--- src/rtl/cp0_irq_ctrl.sv ---
// Coprocessor-0 interrupt controller: Status/Cause/EPC/Count/Compare registers,
// source latching, and the request/acknowledge handshake that redirects fetch to the ISR.
module cp0_irq_ctrl #(
  parameter logic [31:0] ISR_VECTOR = 32'hC000_0000,
  parameter int          N_EXT      = 5
) (
  input  logic             clk,
  input  logic             rst,
  input  logic [4:0]       cp0_addr,
  input  logic             cp0_we,
  input  logic [31:0]      cp0_wdata,
  output logic [31:0]      cp0_rdata,
  input  logic [N_EXT-1:0] ext_irq,
  output logic             irq_req,
  input  logic             irq_ack,
  input  logic [31:0]      restart_pc,
  output logic             isr_take,
  output logic [31:0]      isr_pc
);

  localparam logic [4:0] ADDR_COUNT   = 5'd9;
  localparam logic [4:0] ADDR_COMPARE = 5'd11;
  localparam logic [4:0] ADDR_STATUS  = 5'd12;
  localparam logic [4:0] ADDR_CAUSE   = 5'd13;
  localparam logic [4:0] ADDR_EPC     = 5'd14;

  typedef enum logic [1:0] {
    ST_IDLE,
    ST_REQ,
    ST_TAKE
  } state_t;

  state_t           state_q, state_d;
  logic             ie_q, ie_d;
  logic [7:0]       im_q, im_d;
  logic [7:0]       ip_q, ip_d;
  logic [31:0]      epc_q, epc_d;
  logic [31:0]      count_q, count_d;
  logic [31:0]      compare_q, compare_d;
  logic [N_EXT-1:0] ext_prev_q, ext_prev_d;
  logic             irq_req_q, irq_req_d;
  logic             isr_take_q, isr_take_d;

  logic             wr_count, wr_compare, wr_status, wr_cause;
  logic             pending;
  logic             timer_hit;
  logic [N_EXT-1:0] ext_edge;
  logic [7:0]       ext_set;

  assign ext_edge = ext_irq & ~ext_prev_q;

  // Map external rising edges onto IP[10+i]; IP15 stays reserved for the timer.
  for (genvar gi = 0; gi < 8; gi++) begin : g_ext_map
    if (gi >= 2 && gi < 7 && (gi - 2) < N_EXT) begin : g_src
      assign ext_set[gi] = ext_edge[gi-2];
    end else begin : g_none
      assign ext_set[gi] = 1'b0;
    end
  end

  assign pending   = (|(ip_q & im_q)) & ie_q;
  assign timer_hit = (count_q == compare_q);

  always_comb begin
    wr_count   = cp0_we && (cp0_addr == ADDR_COUNT);
    wr_compare = cp0_we && (cp0_addr == ADDR_COMPARE);
    wr_status  = cp0_we && (cp0_addr == ADDR_STATUS);
    wr_cause   = cp0_we && (cp0_addr == ADDR_CAUSE);

    // Set conditions override a software clear; a Compare write overrides the timer set.
    ip_d = wr_cause ? cp0_wdata[15:8] : ip_q;
    ip_d = ip_d | ext_set;
    if (timer_hit)  ip_d[7] = 1'b1;
    if (wr_compare) ip_d[7] = 1'b0;

    ie_d       = wr_status ? cp0_wdata[0]    : ie_q;
    im_d       = wr_status ? cp0_wdata[15:8] : im_q;
    epc_d      = epc_q;
    count_d    = wr_count ? cp0_wdata : count_q + 32'd1;
    compare_d  = wr_compare ? cp0_wdata : compare_q;
    ext_prev_d = ext_irq;

    state_d = state_q;
    unique case (state_q)
      ST_IDLE: if (pending) state_d = ST_REQ;
      ST_REQ: begin
        if (irq_ack) begin
          epc_d   = restart_pc;
          ie_d    = 1'b0;
          state_d = ST_TAKE;
        end else if (!pending) begin
          state_d = ST_IDLE;
        end
      end
      ST_TAKE: state_d = ST_IDLE;
      default: state_d = ST_IDLE;
    endcase

    irq_req_d  = (state_d == ST_REQ);
    isr_take_d = (state_d == ST_TAKE);
  end

  always_ff @(posedge clk) begin
    if (rst) begin
      state_q    <= ST_IDLE;
      ie_q       <= 1'b0;
      im_q       <= 8'h00;
      ip_q       <= 8'h00;
      epc_q      <= 32'h0;
      count_q    <= 32'h0;
      compare_q  <= 32'hFFFF_FFFF;
      ext_prev_q <= '0;
      irq_req_q  <= 1'b0;
      isr_take_q <= 1'b0;
    end else begin
      state_q    <= state_d;
      ie_q       <= ie_d;
      im_q       <= im_d;
      ip_q       <= ip_d;
      epc_q      <= epc_d;
      count_q    <= count_d;
      compare_q  <= compare_d;
      ext_prev_q <= ext_prev_d;
      irq_req_q  <= irq_req_d;
      isr_take_q <= isr_take_d;
    end
  end

  always_comb begin
    cp0_rdata = 32'h0;
    unique case (cp0_addr)
      ADDR_COUNT:   cp0_rdata = count_q;
      ADDR_COMPARE: cp0_rdata = compare_q;
      ADDR_STATUS:  cp0_rdata = {16'h0, im_q, 7'h0, ie_q};
      ADDR_CAUSE:   cp0_rdata = {16'h0, ip_q, 8'h0};
      ADDR_EPC:     cp0_rdata = epc_q;
      default:      cp0_rdata = 32'h0;
    endcase
  end

  assign irq_req  = irq_req_q;
  assign isr_take = isr_take_q;
  assign isr_pc   = ISR_VECTOR;

endmodule

--- config.mk ---
export PLATFORM = sky130hd
export DESIGN_NAME = cp0_irq_ctrl
export DESIGN_NICKNAME = d
export VERILOG_FILES = /design/src/rtl/cp0_irq_ctrl.sv
export SDC_FILE = /design/constraint.sdc
export NUM_CORES = 1
export LEC_CHECK = 0
export CAP_MARGIN = 20
export CORE_ASPECT_RATIO = 0.6
export CORE_MARGIN = 1.5
export CORE_UTILIZATION = 46
export CTS_BUF_LIST = sky130_fd_sc_hd__clkbuf_16
export DETAILED_ROUTE_END_ITERATION = 8
export MAX_ROUTING_LAYER = met4
export PLACE_DENSITY_LB_ADDON = 0.1
export SETUP_SLACK_MARGIN = 0.2
export SYNTH_ARGS = -nofsm -noshare
export SYNTH_HDL_FRONTEND = slang
export SYNTH_SLANG_ARGS = --single-unit
--- constraint.sdc ---
create_clock -name clk -period 1.6 [get_ports clk]
set_clock_uncertainty 0.15 [all_clocks]
set_input_delay 0.16 -clock clk [delete_from_list [all_inputs] [get_ports clk]]
set_output_delay 0.16 -clock clk [all_outputs]
set_load 0.03 [all_outputs]
Word-level counts from Yosys, hierarchy flattened
Cells that the tools add are included.
{ "word_totals": {"regBits": 122, "latch_bits": 0, "ram_bits": 0, "romBits": 0, "n_memories": 0} }
{ "op_classes": {"add_sub_neg": 1, "mul": 0, "div_mod_pow": 0, "order_cmp": 0, "eq_ne": 9, "shift": 0, "muxes": 11, "n_bitwise": 5, "n_reduce_logical": 8} }
{ "op_table": {"columns": ["operator", "count"], "rows": [
  ["case mux 32 bit (5 select lines)", 1],
  ["adder 32 x 1 -> 32 bit, second input constant", 1],
  ["equality test 32 bit", 1],
  ["2-to-1 mux 32 bit", 1],
  ["equality test 5 x 4 -> 1 bit, second input constant", 5],
  ["AND 8 bit", 1],
  ["2-to-1 mux 8 bit", 1],
  ["bitwise OR 8 x 7 -> 8 bit", 1],
  ["OR reduction 8 bit", 1],
  ["2-to-1 mux 2 bit", 3],
  ["AND 5 bit", 1],
  ["NOT 5 bit", 1],
  ["equality test 2 x 1 -> 1 bit, second input constant", 2],
  ["logical AND 1 bit", 4],
  ["2-to-1 mux 1 bit", 4],
  ["case mux 2 bit (2 select lines)", 1],
  ["equality test 2 bit, second input constant", 1],
  ["zero test 2 bit", 1],
  ["AND reduction 2 bit", 1],
  ["OR reduction 2 bit", 1],
  ["AND 1 bit", 1]
]} }

Longest topological paths before layout
Gate-level depths: netlist of the first run.
{ "logic_depth": {"ltp_word": 7, "mapped_depth": 7, "ltp_nobuf": 6} }

Least setup slack after synthesis of the first run
Ideal clock, no wire load.
{ "synth_path": {"kind": "register -> register", "from": "register count_q[0]", "to": "register count_q[18]", "setup_ns": 0.137, "arrival_ns": 1.470, "slack_ns": -0.157, "stages_incl_launch_ff": 8, "n_path_buf": 1, "path_cell_list": "dfxtp_1 ha_1 nand3_1 nor2_1 buf_4 nor4b_2 xnor2_1 a211oi_2"} }
{ "synth_between": {"elab_chain_len": 2} }
{ "synth_lines": {"columns": ["item", "line", "rtl"], "rows": [
  ["from (decl)", "38", "logic [31:0] count_q, count_d;"],
  ["from (signal assigned)", "121", "count_q <= count_d;"],
  ["adder 32 x 1 -> 32 bit", "79", "count_d = wr_count ? cp0_wdata : count_q + 32'd1;"],
  ["2-to-1 mux 32 bit", "79", null]
]} }
Every way passes these cells.
A chain may end at the register's enable or synchronous reset.

Worst setup path after layout of the first run
{ "layout_path": {"from": "input port cp0_addr[4]", "to": "output port cp0_rdata[24]"} }
{ "layout_between": {"elab_chain_len": 2, "elab_cells_between_ends": 6, "cone_classes": "eq/ne: 5; mux: 1"} }
{ "layout_lines": {"columns": ["item", "line", "rtl"], "rows": [
  ["from (decl)", "9", "input logic [4:0] cp0_addr,"],
  ["equality test 5 x 4 -> 1 bit", "131", "unique case (cp0_addr)"],
  ["case mux 32 bit (5 select lines) (*)", "131", null],
  ["to (decl)", "12", "output logic [31:0] cp0_rdata,"]
]} }
Every way passes the cells marked *; elsewhere a longest branch is shown, timed or not.

==> results_dict.tcl, run 1 <==
set metrics [dict create \
    totalWireLength_um 27980 \
    rsz0062_at_grt "true" \
    slowest_delay_ns 0.48 \
    core_area_mm2 0.01301 \
    drc 10 \
    final_util 0.8172 \
    yosysTopAreaCell "dfxtp_1" \
    cts_buffers 17 \
    post-place-ws_ns -0.6099 \
    wl_per_cell_um 24.72 \
    syn2layout_area_growth_pct 71.59 \
    cts_tree "built" \
    grt_max_degree 35 \
    dp_hpwl_um 14640 \
    clock_path_buffers 2 \
    grt_first_pass_wirelength_um 37150 \
    crit_slowest_cell "a222oi_1" \
    ant_nets 0 \
    max_slew.worst_pin.slew_ns 0.5623 \
    hold_class "in2reg" \
    finalCriticalPeriod_ns 2.074 \
    drive_gt1_frac 0.4745 \
    fmax_mhz 482.3 \
    hold_violations 0 \
    crit_chain "buf_6 -> nand3b_1 -> buf_6 -> buf_6 -> nor3_4 -> buf_6 -> buf_12 -> buf_16 -> a222oi_1 -> inv_2 -> buf_6" \
    root_buffer "clkbuf_16" \
    period_share 1.296 \
    ys_types 47 \
    tns_ns -15.45 \
    worst_slack_ns -0.4736 \
    die_h_um 92.91 \
    num_rows 32 \
    clock-sinks 122 \
    relSlewSlack 0.6251 \
    synth_area_leaders "dfxtp_1, xnor2_1, nand2_1" \
    ir_worst_vdd_uv 532.9 \
    fin_nets 1029 \
    arrival_ns 1.76 \
    p_leak_uw 0.004603 \
    initial_utilization 0.4763 \
    io_buffers 111 \
    startpoint_type "primary input" \
    setup_viol 83 \
    fp.dieW_um 152.8 \
    seq_area_frac_synth 0.3941 \
    path_max_fanout 5 \
    cp.required_ns 1.29 \
    drtPass1Iterations 9 \
    worst_setup_path_end_kind "primary output" \
    regToRegSetupSlack_ns -0.32 \
    clk_pin_slew_worst_paths_ns 0.06 \
    crit_buf_inv 8 \
    power_uw 7949 \
    vias 6939 \
    yosys_warnings 0 \
    io_pins 144 \
    syn_avg_cell_area_um2 9.008 \
    powerDensity_mw_per_mm2 747.5 \
    grt_pass1_vias 6433 \
    gr-usage-all-layers 0.3547 \
    place_congestion 0.9554 \
    setup.worst_path.class "in2out" \
    cts_htree_levels 4 \
    slew_violations 0 \
    dieArea_mm2 0.01420 \
    stdcell_count 1132 \
    grt_overflow_total 0 \
    vias_per_cell 6.130 \
    ys_ff_latch 122 \
    cpMostUsedCell "buf_6" \
    outcome "finished with violations" \
    cp_top_family "buffers and inverters" \
    worst_skew_pair.late_latency_ns 0.42 \
    fillers 681 \
    placed_cells 1023 \
    grt_antenna_before_repair 1 \
    syn_area_mm2 0.006197 \
    postSynthCellCount 688 \
    yosys.area.top_type_share 0.3941 \
    drtIter0Drc 1059 \
    cap_violations 0 \
    violations "DRC, setup timing" \
]
-- layout make-up --
class | count | area [µm²] | area share
Clock buffer | 17 | 425.4 | 0.04000
Clock inverter | 13 | 136.4 | 0.01283
Tap cell | 170 | 212.7 | 0.02000
Sequential cell | 122 | 2515 | 0.2365
Antenna cell | 1 | 2.502 | 0.0002353
Multi-Input combinational cell | 483 | 3901 | 0.3669
Inverter | 28 | 105.1 | 0.009884
Timing Repair Buffer | 298 | 3336 | 0.3137
-- Yosys cell counts (all sizes together) --
library cell and number:
a31oi 2, a211oi 29, buf 51, clkbuf 34, dfxtp 122, xnor2 42, nand3 22, nand2b 5
nand3b 34, o21ai 9, nor3b 2, and3 5, a222oi 23, nor3 8, nand2 87, a22oi 3
mux2i 23, nor4b 1, inv 28, nor2b 5, and4 3, a311oi 1, xor2 20, a221o 8
nand4 21, a22o 33, conb 2, o31ai 2, and2 1, ha 1, a221oi 1, a21oi 8
nor2 48, nor4 4
-- report_power, final --
part           internal [µW]  switching (µW)  total (µW)
Sequential              3080            60.1        3140
Combinational            474             501         975
Clock                   2390            1450        3840
-- per-stage QoR --
step | instance area, µm² | hold WS, ns
2_1_floorplan | 6510 | 0.1281
3_3_place_gp | 8168 | 0.3136
3_5_place_dp | 8168 | 0.3151
4_1_cts | 10090 | 0.08015
5_1_grt | 10630 | 0.1712
6_report | 10630 | 0.1602
-- state kept, by name (all words and copies together) (netlist names) --
name,count
compare_q,32
count_q,32
epc_q,32
im_q,8
ip_q,8
ext_prev_q,5
state_q,2
ie_q,1
irq_req,1
isr_take,1
-- final timing paths --
path | startpoint | to | cells past startpoint
min | rst | state_q[0] | 4
max reg2reg | count_q[14] | count_q[29] | 7
max | cp0_addr[4] | cp0_rdata[24] | 11
min reg2reg | epc_q[12] | epc_q[12] | 1
-- layout by cell type (no fill, tap or decap), types with 5 or more instances in the layout --
cell              n
a211oi_1         12
inv_1             6
mux2i_1          21
a211oi_2         17
nand4_1          17
buf_16           10
buf_12           19
buf_6            87
nand3_2           7
buf_8             8
nand3b_1         34
dfxtp_2          25
xnor2_1          30
nand2_1          42
conb_1           32
o21ai_2           7
clkbuf_16        22
dfxtp_4          11
nand3_4           7
dfxtp_1          86
a222oi_1         23
a221o_2           8
buf_4            92
nand2_2          41
xnor2_2          11
nor2_1           42
a22o_1           33
xor2_1           16
clkdlybuf4s50_1  71
nand3_1           8
nor2b_1           5
nand2b_1          5
inv_2            24
-- what timing repair did --
action | 4_1_cts | 5_1_grt
gates resized for setup | 228 | 72
endpoints found under the hold margin | 2 | 0
gates cloned | 13 | 7
setup endpoints to repair | 115 | 136
pin swaps | 58 | 46
setup buffers | 43 | 14
hold buffers | 1 | 0
-- worst register-to-register path, cell delays in order, from the launching register on --
cell	delay (ns)
dfxtp_4	0.37
nand4_4	0.12
nor4_4	0.33
buf_4	0.17
buf_12	0.12
nand4_1	0.15
xor2_1	0.21
a211oi_1	0.21
-- routing by layer --
layer,GRT usage,share of wire,routed length (µm),up-vias
met4,0.1193,0.044,1228,0
li1,-,-,-,2924
met1,0.4818,0.41,11560,3328
met5,-,0,0,-
met3,0.08095,0.13,3500,135
met2,0.5194,0.42,11690,552
-- cell families after synthesis --
logic type / Yosys count / share of synthesized area
AND/OR/NAND/NOR: 246 / 0.2108
flip-flops: 122 / 0.3941
AO/OA/AOI/OAI: 119 / 0.1647
buffers and inverters: 113 / 0.1024
XOR/XNOR: 62 / 0.08762
multiplexers: 23 / 0.03715
other: 2 / 0.001212
adder cells (fa/ha/maj): 1 / 0.002019
Note: power is estimated with default switching activity, not from simulation.
==> run 2, diff against run 1 <==
--- a/config.mk
+++ b/config.mk
@@ -5,6 +5,7 @@
 export SDC_FILE = /design/constraint.sdc
 export NUM_CORES = 1
 export LEC_CHECK = 0
+export ABC_AREA = 1
 export CAP_MARGIN = 20
 export CORE_ASPECT_RATIO = 0.6
 export CORE_MARGIN = 1.5
==> run 2 against run 1 <==
  * The flow finishes with violations (setup timing)
  * Sequential power about the same
  * First-iteration DRC count is 3.4% lower
  * Combinational power up 5%
  * Core utilization grew 2.5 points
  * Hold slack lost 0.050 ns
  * Sequential share of layout area is 2.1 points lower
  * Setup slack improved by 0.22 ns
  * Design area increased by 9.2%
  * Non-clock buffer count down 33
  * Register-to-register slack gained 0.11 ns
  * Die area increased by 5.9%
==> results_dict.tcl, run 2 <==
set metrics [dict create \
    fillers 771 \
    cts_htree_levels 4 \
    vias_per_cell 5.852 \
    drc 0 \
    worst_setup_path_end_kind "primary output" \
    postSynthCellCount 999 \
    finalCriticalPeriod_ns 1.851 \
    syn_avg_cell_area_um2 6.582 \
    worst_slack_ns -0.2510 \
    fin_nets 1318 \
    worstHoldStart "ext_irq[4]" \
    powerDensity_mw_per_mm2 698.8 \
    dp_hpwl_um 15890 \
    path_max_fanout 2 \
    slowest_delay_ns 0.33 \
    ys.flop_type "dfxtp_1" \
    yosysTopAreaCell "dfxtp_1" \
    violations "setup timing" \
    grt_max_degree 34 \
    final_util 0.8420 \
    fp.dieW_um 157.3 \
    grt_first_pass_wirelength_um 37230 \
    ys_types 36 \
    num_rows 33 \
    gr-usage-all-layers 0.3340 \
    outcome "finished with violations" \
    cts_buffers 17 \
    period_share 1.157 \
    hold_violations 0 \
    final_common_cell "nand2_1" \
    synth_most_common_cell "nand2_1" \
    clk_pin_slew_worst_paths_ns 0.06 \
    setup.worst_path.class "reg2out" \
    p_leak_uw 0.005079 \
    ys_ff_latch 122 \
    totalWireLength_um 30670 \
    startpoint_type "flop" \
    ir_worst_vdd_uv 682.3 \
    crit_slowest_cell "dfxtp_1" \
    cap_violations 0 \
    clock-sinks 122 \
    ctsHoldBuffers 0 \
    post-place-ws_ns -0.5159 \
    rsz0062_at_grt "true" \
    grt_antenna_before_repair 0 \
    io_buffers 111 \
    seq_area_frac_synth 0.3715 \
    hold_class "in2reg" \
    crit_chain "nand2_1 -> o21ai_2 -> a21oi_1 -> o211ai_1 -> buf_12" \
    clock_path_buffers 2 \
    rr_startpoint "count_q[1]" \
    setup_viol 53 \
    wl_per_cell_um 21.24 \
    yosys.area.top_type_share 0.3715 \
    fmax_mhz 540.2 \
    ant_nets 0 \
    async_flop_share 0 \
    root_buffer "clkbuf_16" \
    worst_skew_pair.late_latency_ns 0.44 \
    synth_common_cells "nand2_1, inv_1, dfxtp_1" \
    post_dp_cell_area_mm2 0.008922 \
    arrival_ns 1.54 \
    grt_pass1_vias 7049 \
    yosys_warnings 0 \
    critical_path.startpoint "im_q[0]" \
    antennaDiodeCount 0 \
    grt_overflow_total 0 \
    io_pins 144 \
    power_uw 8113 \
    cts_tree "built" \
    drive_gt1_frac 0.3922 \
    core_area_mm2 0.01379 \
    syn_area_mm2 0.006575 \
    vias 8450 \
    dieArea_mm2 0.01504 \
    drtIter0Drc 1023 \
    final_cell_area_mm2 0.01161 \
    die_h_um 95.61 \
    synth-edff-count 0 \
    initial_utilization 0.4768 \
    drtPass1Iterations 8 \
    slew_violations 0 \
    place_congestion 1.023 \
    synth_area_leaders "dfxtp_1, nand2_1, inv_1" \
    syn2layout_area_growth_pct 76.59 \
    cp.required_ns 1.29 \
    mostFrequentLayoutCells "nand2_1, inv_1, dfxtp_1, buf_4, clkdlybuf4s50_1" \
    reg.largest.list "compare_q x32, count_q x32, epc_q x32" \
]
## run 2: cell count changes after synthesis, sizes merged, moves of 28 or more
cell    before  now
a211oi      29    1
a22o        33    2
inv         28  139
nand2       87  308
nand3       22   79
nand3b      34    0
o21ai        9   66
## run 2: worst paths after layout
kind	to	slack (ns)	depth (start not counted)
max reg2reg	count_q[19]	-0.21	11
max	cp0_rdata[8]	-0.25	5
min reg2reg	epc_q[0]	0.32	2
min	ext_prev_q[4]	0.11	3
## run 2: area by class of cell
cell class	instances	area [µm²]	share of cell area
clock buffers	17	425.4	0.03664
clock inverters	15	157.7	0.01358
inverters	141	556.8	0.04795
multi-input cells	692	4652	0.4006
flip-flops and latches	122	2501	0.2154
well taps	192	240.2	0.02069
repair buffers	265	3078	0.2651
## run 2: layer usage
metal	part of all wire	global-route usage	vias to the layer above
met5	0	-	-
met4	0.054	0.09434	0
met3	0.12	0.06045	195
met2	0.43	0.4923	670
met1	0.39	0.4667	3974
li1	-	-	3611
## run 2: worst max-delay path: cells and delay by family (launching register included)
kind,cells,cell delay [ns]
AO/OA/AOI/OAI,3,0.49
buffers and inverters,1,0.18
flip-flops,1,0.33
AND/OR/NAND/NOR,1,0.11
## run 2: cell families after synthesis
kind of cell	count (synthesis)	share of synthesized area
AOI/OAI and AO/OA	145	0.1349
DFF	122	0.3715
buffers and inverters	215	0.1454
adders and majority gates	1	0.001903
other	2	0.001142
xor gates and xnor gates	31	0.04129
and+or+nand+nor	483	0.3039
## run 2: repair_timing
action / CTS / global route
setup buffers: 23 / 24
endpoints found under the setup margin: 130 / 105
gates resized for setup: 227 / 225
gates cloned: 3 / 10
pin swaps: 88 / 85
## run 2: through the flow
step	hold slack (ns)	setup TNS (ns)	instances
finish	0.1106	-5.074	1444
global route	0.1308	-7.824	1444
CTS	0.1176	-2.270	1410
detailed placement	0.3173	-46.12	1352
global placement	0.3085	-41.96	1352
floorplan	0.1131	-0.006616	1029
## run 2: report_power, final
| part | switching (µW) | leakage (µW) | internal [µW] |
|---|---|---|---|
| Sequential | 51.8 | 0.00101 | 3080 |
| Clock | 1550 | 0.000287 | 2420 |
| Combinational | 558 | 0.00379 | 460 |
==> run 3, diff against run 2 <==
--- a/config.mk
+++ b/config.mk
@@ -12,6 +12,7 @@
 export CORE_UTILIZATION = 46
 export CTS_BUF_LIST = sky130_fd_sc_hd__clkbuf_16
 export DETAILED_ROUTE_END_ITERATION = 8
+export GPL_ROUTABILITY_DRIVEN = 0
 export MAX_ROUTING_LAYER = met4
 export PLACE_DENSITY_LB_ADDON = 0.1
 export SETUP_SLACK_MARGIN = 0.2
==> run 3 against run 2 <==
  * The run still ends with setup timing left
  * Clock-buffer cell count did not move
  * Total power fell by 8.5%
  * Sequential power barely moved
  * Core utilization fell by 2.7 points
  * Final cell count fell by 0.90%
  * Setup slack improved by 0.11 ns
  * Register-to-register slack improved by 0.12 ns
  * Die area did not move
  * First-iteration DRC count fell by 2.4%
  * Critical path depth did not move
  * Design area fell by 3.2%
==> results_dict.tcl, run 3 (synthesized netlist as in run 2, its figures left out) <==
set metrics [dict create \
    outcome "finished with violations" \
    violations "setup timing" \
    powerDensity_mw_per_mm2 660.6 \
    cts_htree_levels 4 \
    rr_startpoint "count_q[1]" \
    crit_buf_inv 2 \
    clock_path_buffers 2 \
    p_leak_uw 0.004869 \
    vias 7895 \
    die_h_um 95.61 \
    io_pins 144 \
    fin_nets 1306 \
    cp.required_ns 1.29 \
    totalWireLength_um 26950 \
    r2r.worst_path.cells 11 \
    worst_setup_path_end_kind "primary output" \
    drtPass1Iterations 5 \
    critical_path.startpoint "epc_q[8]" \
    hold_end "ext_prev_q[4]" \
    crit_chain "inv_1 -> o21ai_1 -> a21oi_1 -> o211ai_1 -> clkbuf_16" \
    path_max_fanout 2 \
    cts_buffers 17 \
    drc 0 \
    dieArea_mm2 0.01504 \
    cp_top_family "compound AO/OA/AOI/OAI gates" \
    syn2layout_area_growth_pct 70.92 \
    num_rows 33 \
    worst_skew_pair.late_latency_ns 0.43 \
    grt_max_degree 47 \
    vias_per_cell 5.517 \
    hold_class "in2reg" \
    dp_hpwl_um 15790 \
    grt_overflow_total 0 \
    gr-usage-all-layers 0.3295 \
    initial_utilization 0.4768 \
    fmax_mhz 573.2 \
    drtIter0Drc 998 \
    regToRegSetupSlack_ns -0.09 \
    wl_per_cell_um 18.83 \
    core_area_mm2 0.01379 \
    grt_pass1_vias 6975 \
    setup_viol 47 \
    clock-sinks 122 \
    ant_nets 0 \
    grt_first_pass_wirelength_um 36180 \
    clk_pin_slew_worst_paths_ns 0.05 \
    drive_gt1_frac 0.3680 \
    final_common_cell "nand2_1" \
    finalCriticalPeriod_ns 1.745 \
    setup.worst_path.class "reg2out" \
    startpoint_type "flop" \
    rsz0062_at_grt "true" \
    reg2reg_to "count_q[22]" \
    slew_violations 0 \
    worstHoldStart "ext_irq[4]" \
    ctsHoldBuffers 0 \
    reg.largest.list "compare_q x32, count_q x32, epc_q x32" \
    mostFrequentLayoutCells "nand2_1, inv_1, dfxtp_1, buf_4, clkdlybuf4s50_1" \
    crit_slowest_cell "dfxtp_1" \
    ir_worst_vdd_uv 513.0 \
    grt_antenna_before_repair 0 \
    worst_slack_ns -0.1447 \
    fp.dieW_um 157.3 \
    period_share 1.090 \
    antennaDiodeCount 0 \
    tns_ns -3.758 \
    arrival_ns 1.43 \
    hold_depth 3 \
    power_uw 7424 \
    cap_violations 0 \
    slowest_delay_ns 0.31 \
    hold_violations 0 \
    io_buffers 111 \
    root_buffer "clkbuf_16" \
    cts_tree "built" \
]
==> run 3: worst max-delay path by stage <==
stage                    endpoint  slack [ns]  cells past startpoint
floorplan            cp0_rdata[0]      -0.007                      4
global placement    cp0_rdata[14]       -0.48                      9
detailed placement   cp0_rdata[5]       -0.51                      8
CTS                  cp0_rdata[5]       -0.13                      9
global route        cp0_rdata[14]       -0.19                     10
finish               cp0_rdata[8]       -0.14                      5
==> run 3: metal layers <==
metal | wire length (µm) | vias to the layer above | track usage
met2 | 11550 | 495 | 0.4864
met1 | 11620 | 3718 | 0.4529
li1 | - | 3588 | -
met5 | 0 | - | -
met4 | 1032 | 0 | 0.09591
met3 | 2749 | 94 | 0.06909
==> run 3: per-stage QoR <==
step | util | cells | hold WS, ns | worst slack, ns | area [µm²]
after floorplan | - | 1029 | 0.1131 | -0.006616 | 7109
after global placement | 0.6490 | 1354 | 0.3096 | -0.4780 | 8950
after detailed placement | 0.6490 | 1354 | 0.3201 | -0.5126 | 8950
final | 0.8149 | 1431 | 0.1253 | -0.1447 | 11240
after global routing | 0.8149 | 1431 | 0.1423 | -0.1893 | 11240
after CTS | 0.7494 | 1411 | 0.1188 | -0.1335 | 10330
==> run 3: what timing repair did <==
action                     in CTS  in global routing
buffers inserted               24                 15
gates resized for setup       216                209
gates cloned                    2                  5
setup endpoints to repair     145                121
pin swaps                      73                 72
==> run 3: worst register-to-register path, delay by kind of cell, from the launching register on <==
| family | cells | cell delay (ns) |
|---|---|---|
| simple gates | 8 | 0.78 |
| flops | 1 | 0.36 |
| fa+ha+maj | 1 | 0.16 |
| buf+inv | 2 | 0.13 |
==> run 3: power by group <==
group / switching, µW / internal [µW]
Sequential: 47.4 / 3080
Combinational: 524 / 435
Clock: 1430 / 1910
Total: 2000 / 5420
==> run 3: area by class of cell <==
type / instances / area [µm²]
multi-input combinational: 692 / 4573
timing repair buffer: 253 / 2870
fill: 854 / 2552
sequential: 122 / 2501
inverter: 141 / 561.8
clock buffer: 17 / 425.4
tap: 192 / 240.2
clock inverter: 14 / 66.31
